## config.mk

```make
export PLATFORM = sky130hd
export DESIGN_NAME = instruction_fetch
export DESIGN_NICKNAME = d
export VERILOG_FILES = /design/src/rtl/instruction_fetch.sv
export SDC_FILE = /design/constraint.sdc
export NUM_CORES = 1
export LEC_CHECK = 0
export CAP_MARGIN = 20
export CORE_MARGIN = 4
export CORE_UTILIZATION = 39
export DETAILED_ROUTE_END_ITERATION = 8
export PLACE_DENSITY = 0.74
export SLEW_MARGIN = 20
export SYNTH_ARGS = -nofsm -noshare
export SYNTH_HDL_FRONTEND = slang
export SYNTH_SLANG_ARGS = --single-unit
export TNS_END_PERCENT = 20
```

## constraint.sdc

```tcl
create_clock -name clk -period 3.1 [get_ports clk]
set_input_delay 0.62 -clock clk [delete_from_list [all_inputs] [get_ports clk]]
set_output_delay 0.62 -clock clk [all_outputs]
set_load 0.02 [all_outputs]
```

## src/rtl/instruction_fetch.sv

```systemverilog
// Fetch stage: owns the architectural PC, reads instruction memory over req/ack and
// holds one fetched instruction for decode. Handles redirect (flush) and halt.
module instruction_fetch #(
    parameter logic [31:0] RESET_PC = 32'h0
) (
    input  logic        clk,
    input  logic        rst_n,
    output logic [31:0] last_pc,
    input  logic [31:0] next_pc,
    input  logic        flush,
    input  logic [31:0] flush_pc,
    input  logic        halt,
    output logic        imem_req,
    output logic [31:0] imem_addr,
    input  logic        imem_ack,
    input  logic [31:0] imem_rdata,
    output logic        if_valid,
    input  logic        if_ready,
    output logic [31:0] if_pc,
    output logic [31:0] if_instr,
    output logic        halted
);

    // state  | meaning
    // FETCH  | request outstanding at imem_addr; drop=1 means its data is discarded
    // VALID  | if_instr/if_pc held for decode
    // HALTED | fetch stopped until reset
    typedef enum logic [1:0] {
        FETCH  = 2'd0,
        VALID  = 2'd1,
        HALTED = 2'd2
    } state_t;

    state_t      state, state_nxt;
    logic [31:0] pc, pc_nxt;
    logic [31:0] issue_pc, issue_pc_nxt;
    logic        drop, drop_nxt;
    logic [31:0] if_pc_nxt, if_instr_nxt;

    always_ff @(posedge clk or negedge rst_n) begin
        if (!rst_n) begin
            state    <= FETCH;
            pc       <= RESET_PC;
            issue_pc <= RESET_PC;
            drop     <= 1'b0;
            if_pc    <= 32'h0;
            if_instr <= 32'h0;
        end else begin
            state    <= state_nxt;
            pc       <= pc_nxt;
            issue_pc <= issue_pc_nxt;
            drop     <= drop_nxt;
            if_pc    <= if_pc_nxt;
            if_instr <= if_instr_nxt;
        end
    end

    always_comb begin
        state_nxt    = state;
        pc_nxt       = pc;
        issue_pc_nxt = issue_pc;
        drop_nxt     = drop;
        if_pc_nxt    = if_pc;
        if_instr_nxt = if_instr;
        case (state)
            FETCH: begin
                // issue_pc freezes the in-flight address once a flush retargets pc
                if (!drop) issue_pc_nxt = pc;
                if (flush) begin
                    pc_nxt   = flush_pc;
                    drop_nxt = !imem_ack;
                end else if (imem_ack) begin
                    if (drop) begin
                        drop_nxt = 1'b0;
                    end else begin
                        if_instr_nxt = imem_rdata;
                        if_pc_nxt    = pc;
                        state_nxt    = VALID;
                    end
                end
            end
            VALID: begin
                if (flush) begin
                    pc_nxt    = flush_pc;
                    state_nxt = FETCH;
                end else if (if_ready) begin
                    if (halt) begin
                        state_nxt = HALTED;
                    end else begin
                        pc_nxt    = next_pc;
                        state_nxt = FETCH;
                    end
                end
            end
            HALTED: begin
                state_nxt = HALTED;
            end
            default: begin
                state_nxt = FETCH;
            end
        endcase
    end

    // rst_n gate keeps the request low while reset is asserted
    assign imem_req  = (state == FETCH) && rst_n;
    assign imem_addr = drop ? issue_pc : pc;
    assign if_valid  = (state == VALID);
    assign halted    = (state == HALTED);
    assign last_pc   = pc;

endmodule

```

==> key figures, run 1 <==
Final layout
  – N_diodes: 0
  – Fraction of layout instances using a drive strength above 1: 29.9%
  – Area grow syn2layout: 55.6%
  – Fin nets: between 700 and 800

Synthesis
  – Netlist cell types: 22
  – Post-synthesis cell count: roughly 430
  – Share of the synthesized area in the top cell type: 57.3%
  – Cell Area, Synth: roughly 0.0057 mm^2
  – Synth area leader: dfrtp_1
  – Flops & latches, synth: roughly 130
  – Syn_nets: 529
  – Dominant cells by area after synthesis: dfrtp_1 (57%), mux2_2 (30%), nand2_1 (6.3%), buf_6 (1.6%), mux2_1 (1.4%)
  – Syn_area_per_cell: ~13 um^2
  – Ys Warns: 0
  – Post-synthesis sequential area ratio: between 50% and 60%

Timing
  – Max-slew headroom: a little over half
  – RSZ-0062 raised after global routing: no
  – Max Freq: between 0.3 and 0.4 GHz
  – Worst-Margin Slew: just over 700 ps
  – Fin crit share: slightly above 90%
  – Final setup viols: 0
  – Final slew viol count: 0
  – Hold WS: between 300 and 400 ps
  – Final worst slack: about 210 ps
  – Clock period minus worst slack: between 2000 and 3000 ps
  – Worst Skew: roughly 4.2 ps
  – Setup tns final: 0 ps
  – Final Hold Viols: 0

Clock tree
  – H-tree Lvls: 4
  – CTS tree: done
  – Post_cts resized: 0
  – Longest Clk Path Bufs: 2
  – Clk_lat worst skew: about 420 ps
  – TritonCTS Buffers: 17
  – Hold_buf cts: 0
  – Clk root buf: clkbuf_16
  – CTS sink count: 131
  – Clock-pin slew on the worst setup and hold paths: around 60 ps
  – Post-CTS Setup Inserts: 0

Pwr
  – Pleak: 3.80 nW
  – Worst vdd ir: 0.661 mV
  – PwrDens: around 1200 mW/mm^2

Floorplan
  – Initial core utilization: 40.6%
  – Die Height: roughly 130 um
  – Die width: roughly 130 um
  – # rows: 43
  – # IOs: 233
  – DIE AREA: approximately 0.017 mm^2
  – Area of the core: roughly 0.014 mm^2

Setup path
  – Buf+Inv Stages, Crit Path: 2
  – Worst-path cell chain: buf_4 -> mux2_2 -> clkdlybuf4s50_1
  – Startpoint types: register
  – CP arrival: 2270 ps
  – CP Max Fanout: 19
  – Slowest CP cell: dfrtp_2
  – Critical path data required time: between 2000 and 2500 ps
  – Crit path capture type: primary output
  – Family with the most delay on the worst path: buffers and inverters
  – Setup CP Type: reg2out
  – Largest stage delay on the critical path: around 650 ps

Route
  – Residual DRC count: 0
  – Initial DRC count: ~140
  – Final wirelength: around 15 mm
  – Drt via density: roughly 4.8
  – DR WL/cell: about 18 um
  – Antenna Nets Post-Route: 0
  – Vias: approximately 4000
  – Drt first pass iters: 4

Placed design
  – Final Wtd Congestion: 0.775
  – Pre-CTS setup slack: about 580 ps
  – DPL Wire Length: 10.8 mm
  – Buffers on Ports: approximately 230

Global route
  – GR Overflow Total: 0
  – Largest net degree at the start of global routing: between 100 and 150
  – Initial antenna violation count: 0
  – First-pass GRT wire length: 23.7 mm
  – Total track usage: about 19%
  – Vias in the first global route: 4511

Run
  – Maxcap violations: 0

Min path
  – Hold WC Path Type: in2async

Status
  – Status: finished, final reports clean
[path summary, 6_finish.rpt]
path                       slack [ps]         start           end  cells past startpoint
max in group asynchronous        2230         rst_n          drop                      2
hold reg to reg                   470  issue_pc[14]  issue_pc[14]                      2
setup / recovery                  210          drop  imem_addr[2]                      3
hold / removal                    310         rst_n      if_pc[3]                      2
min in group clk                  470  issue_pc[14]  issue_pc[14]                      2
setup reg to reg                  900          drop  if_instr[15]                      5
[sequential cells by signal, summed over array words and instances (netlist names)]
name / flops
if_instr: 32
if_pc: 32
issue_pc: 32
last_pc: 32
state: 2
drop: 1
[cell families (layout without fill, tap and decap cells)]
kind of cell	after synthesis	count (layout)	share of synthesized area (%)
buffers and inverters	26	275	3.04
DFF	131	131	57.3
muxes	160	160	31.5
AOI/OAI and AO/OA	5	5	0.569
and+or+nand+nor	105	105	7.57
[report_power, final]
group          leakage, nW  internal (mW)  switching, mW
Sequential            1.55           2.55          0.584
Combinational         1.93           2.67           2.52
Clock                0.318           1.52          0.749
[Yosys cell counts (all sizes together)]
cell type    n
a21oi        3
a31o         1
and2         1
and2b        1
buf         19
clkbuf       5
dfrtp      131
inv          2
mux2       160
nand2       96
nand3        1
nand3b       1
nor2         2
nor2b        1
nor3b        1
o21ai        1
or2          1
[routing by layer]
| metal | GRT usage, % | up-vias | share of wire (%) |
|---|---|---|---|
| met4 | 5.74 | 0 | 1.3 |
| met2 | 30.1 | 161 | 48 |
| met5 | 0 | - | 0 |
| met3 | 9.44 | 16 | 9.9 |
| met1 | 21.6 | 1997 | 40 |
| li1 | - | 1932 | - |
[placed cells by master, fill, tap and decap left out]
cell type	n
a21oi_1	2
a21oi_4	1
a31o_2	1
and2_1	1
and2b_1	1
buf_12	3
buf_4	7
bufinv_16	6
clkbuf_16	17
clkbuf_8	1
clkdlybuf4s50_1	231
clkinv_2	3
clkinv_4	1
clkinvlp_4	4
dfrtp_1	130
dfrtp_2	1
inv_1	2
mux2_1	7
mux2_2	153
nand2_1	96
nand3_4	1
nand3b_1	1
nor2_1	1
nor2_4	1
nor2b_1	1
nor3b_4	1
o21ai_0	1
or2_2	1
[area by class of cell]
class                      instances  area, um^2
fill                            1074        5200
sequential                       131        3280
timing repair buffer             241        2420
multi-input combinational        270        2290
clock buffer                      18         439
clock inverter                    14         234
tap                              180         225
inverter                           2        7.51
[per-stage QoR]
step	power, mW	cells	cell area [um^2]	util, %
final	10.6	856	8900	63.1
after CTS	10.8	856	8900	63.1
after floorplan	5.91	427	5720	-
after detailed placement	8.42	824	8220	58.3
after global routing	11.2	856	8900	63.1
after global placement	8.29	824	8220	58.3
Note: power is estimated with default switching activity, not from simulation.
==> run 2: changes to the inputs <==
--- a/config.mk
+++ b/config.mk
@@ -8,6 +8,7 @@
 export CAP_MARGIN = 20
 export CORE_MARGIN = 4
 export CORE_UTILIZATION = 39
+export CTS_CLUSTER_SIZE = 28
 export DETAILED_ROUTE_END_ITERATION = 8
 export PLACE_DENSITY = 0.74
 export SLEW_MARGIN = 20
==> results of run 2 <==
The final DEF is identical to that of run 1; final timing and power are the same.
==> run 3: changes to the inputs <==
--- a/config.mk
+++ b/config.mk
@@ -5,13 +5,13 @@
 export SDC_FILE = /design/constraint.sdc
 export NUM_CORES = 1
 export LEC_CHECK = 0
+export ABC_AREA = 1
 export CAP_MARGIN = 20
 export CORE_MARGIN = 4
 export CORE_UTILIZATION = 39
 export CTS_CLUSTER_SIZE = 28
 export DETAILED_ROUTE_END_ITERATION = 8
-export PLACE_DENSITY = 0.74
-export SLEW_MARGIN = 20
+export PLACE_DENSITY = 0.72
 export SYNTH_ARGS = -nofsm -noshare
 export SYNTH_HDL_FRONTEND = slang
 export SYNTH_SLANG_ARGS = --single-unit
==> run 3 against run 2 <==
Effect of this change: utilization is 2.6 points lower; sequential power is 20% lower; die area is 7.0% higher; hold slack worse by 270 ps; synthesized cell count is 98% higher; global-route usage is 2.0 points higher; clock skew is 4.8 ps higher; highest routed layer unchanged.
==> key figures, run 3 <==
Clock tree
  – Post-CTS Setup Inserts: 0
  – Clock-pin slew on the worst setup and hold paths: approximately 60 ps
  – TritonCTS Buffers: 17
  – Longest Clk Path Bufs: 2
  – Post_cts resized: 0
  – Clk_lat worst skew: ~400 ps
  – CTS sink count: 131
  – Clk root buf: clkbuf_16
  – Hold_buf cts: 0
  – H-tree Lvls: 4
  – CTS tree: done

Synthesis
  – Post-synth ARST share: 100%
  – Ys Warns: 0
  – Cell Area, Synth: ~0.006 mm^2
  – Post-synth EDFFs: 0
  – Syn_area_per_cell: roughly 7.3 um^2
  – Dominant cells by area after synthesis: dfrtp_1 (53%), nand2_1 (30%), o21ai_1 (4.5%), inv_1 (4.2%), o21ai_0 (3.4%)
  – Syn_nets: 948
  – Post-synthesis cell count: ~850
  – Synth area leader: dfrtp_1
  – Flops & latches, synth: 131
  – Count leader, synth: nand2_1
  – Top post-synthesis cells by count: nand2_1 (488), dfrtp_1 (131), inv_1 (68)
  – Netlist cell types: 15
  – Top FF cell, synth: dfrtp_1
  – Share of the synthesized area in the top cell type: between 50% and 60%
  – Post-synthesis sequential area ratio: a little over half

Floorplan
  – # rows: 45
  – Die Height: ~130 um
  – Initial core utilization: 40.1%
  – Die width: about 130 um
  – DIE AREA: about 0.018 mm^2
  – # IOs: roughly 230
  – Area of the core: 0.0153 mm^2

Placed design
  – Buffers on Ports: approximately 230
  – DP Cell Count: approximately 1300
  – Final Wtd Congestion: between 0.8 and 0.9
  – Pre-CTS setup slack: roughly 660 ps
  – DPL Wire Length: around 13 mm

Timing
  – Max Freq: about 0.35 GHz
  – Max-slew headroom: about 44%
  – Setup tns final: 0 ps
  – Final worst slack: around 210 ps
  – Clock period minus worst slack: 2890 ps
  – Hold WS: ~42 ps
  – Final setup viols: 0
  – Worst-Margin Slew: between 800 and 900 ps
  – Worst Skew: roughly 9.0 ps
  – Final Hold Viols: 0
  – Fin crit share: 93.1%
  – RSZ-0062 raised after global routing: no
  – Final slew viol count: 0

Pwr
  – PwrDens: between 700 and 800 mW/mm^2
  – Pleak: about 4.7 nW
  – Worst vdd ir: around 0.46 mV
  – Total chip power: 7.19 mW

Setup path
  – CP Max Fanout: 39
  – R2R setup slack: approximately 1200 ps
  – Startpoint types: register
  – Setup CP Type: reg2out
  – Crit path capture type: primary output
  – Critical path data required time: around 2500 ps
  – CP arrival: 2270 ps

Route
  – Antenna Nets Post-Route: 0
  – Residual DRC count: 0
  – Drt via density: 4.52
  – Initial DRC count: between 200 and 300
  – Drt first pass iters: 4
  – DR WL/cell: between 10 and 15 um
  – Final wirelength: roughly 18 mm
  – Vias: around 5800

Min path
  – Hold WC Path Type: in2async

Final layout
  – Reg area: roughly 0.0033 mm^2
  – Filler cells: roughly 1400
  – Commonest non-fill, non-tap cell in the layout: nand2_1
  – Multi-input logic area: 0.00239 mm^2
  – Fin nets: 1165
  – N_diodes: 0
  – Commonest non-fill, non-tap cells in the layout: nand2_1 (488), clkdlybuf4s50_1 (231), dfrtp_1 (130)
  – Fraction of layout instances using a drive strength above 1: between 4 and 5%
  – Fin cells: approximately 1300
  – Area grow syn2layout: 50.8%

Status
  – Status: finished, final reports clean

Global route
  – Total track usage: between 20% and 30%
  – Initial antenna violation count: 0
  – GR Overflow Total: 0
  – First-pass GRT wire length: 29.1 mm
  – Largest net degree at the start of global routing: 74
  – Vias in the first global route: between 5000 and 6000

Run
  – Maxcap violations: 0
run 3: cell count changes after synthesis, moves of 2 or more:
cell | before | now
nand2_1 | 96 | 488
mux2_2 | 153 | 0
mux2_1 | 7 | 0
inv_2 | 0 | 4
buf_1 | 0 | 2
o21ai_0 | 1 | 42
buf_6 | 8 | 0
o21ai_1 | 0 | 55
inv_1 | 2 | 68
clkbuf_1 | 5 | 14
nor2_1 | 1 | 4
buf_2 | 10 | 30
run 3: cell families after synthesis:
kind of cell,Yosys count,synth area share [%]
AO/OA/AOI/OAI,100,8.14
flip-flops,131,53.3
AND/OR/NAND/NOR,497,30.7
buffers and inverters,118,7.82
run 3: path summary, 6_finish.rpt:
path,from,endpoint,cells after the start
setup / recovery,drop,imem_addr[5],4
hold / removal,rst_n,last_pc[19],1
setup reg to reg,state[1],if_pc[25],6
hold reg to reg,issue_pc[0],issue_pc[0],2
max in group asynchronous,rst_n,drop,3
min in group clk,issue_pc[0],issue_pc[0],2
run 3: critical path, cell delays in order, from the launching register on:
cell and delay, ps:
dfrtp_2 740, buf_12 240, nand2_1 60, o21ai_0 120, clkdlybuf4s50_1 680
run 3: area by class of cell:
type | instances | share of cell area [%]
inverter | 72 | 2.92
tap | 211 | 2.85
sequential | 131 | 35.4
multi-input combinational | 597 | 25.8
clock inverter | 10 | 1.32
timing repair buffer | 244 | 26.4
clock buffer | 22 | 5.33
run 3: metal layers:
metal | up-vias | share of wire (%) | GRT usage (%) | wire (um)
met5 | - | 0 | 0 | 0
met1 | 2613 | 46 | 28.6 | 8320
li1 | 3000 | - | - | -
met3 | 21 | 6.2 | 4.68 | 1130
met4 | 0 | 1.5 | 6.86 | 276
met2 | 183 | 47 | 31.9 | 8500
run 3: where the power goes:
group	switching, mW	total [mW]	leakage [nW]	internal, mW
clock	0.743	2.04	0.283	1.29
combinational	1.45	2.64	2.77	1.19
sequential	0.323	2.51	1.64	2.19
total	2.52	7.19	4.69	4.67
run 3: through the flow:
stage / area [um^2] / util (%)
final: 9270 / 60.5
after global routing: 9270 / 60.5
after CTS: 9270 / 60.5
after detailed placement: 8650 / 56.5
after global placement: 8650 / 56.5
after floorplan: 6150 / -
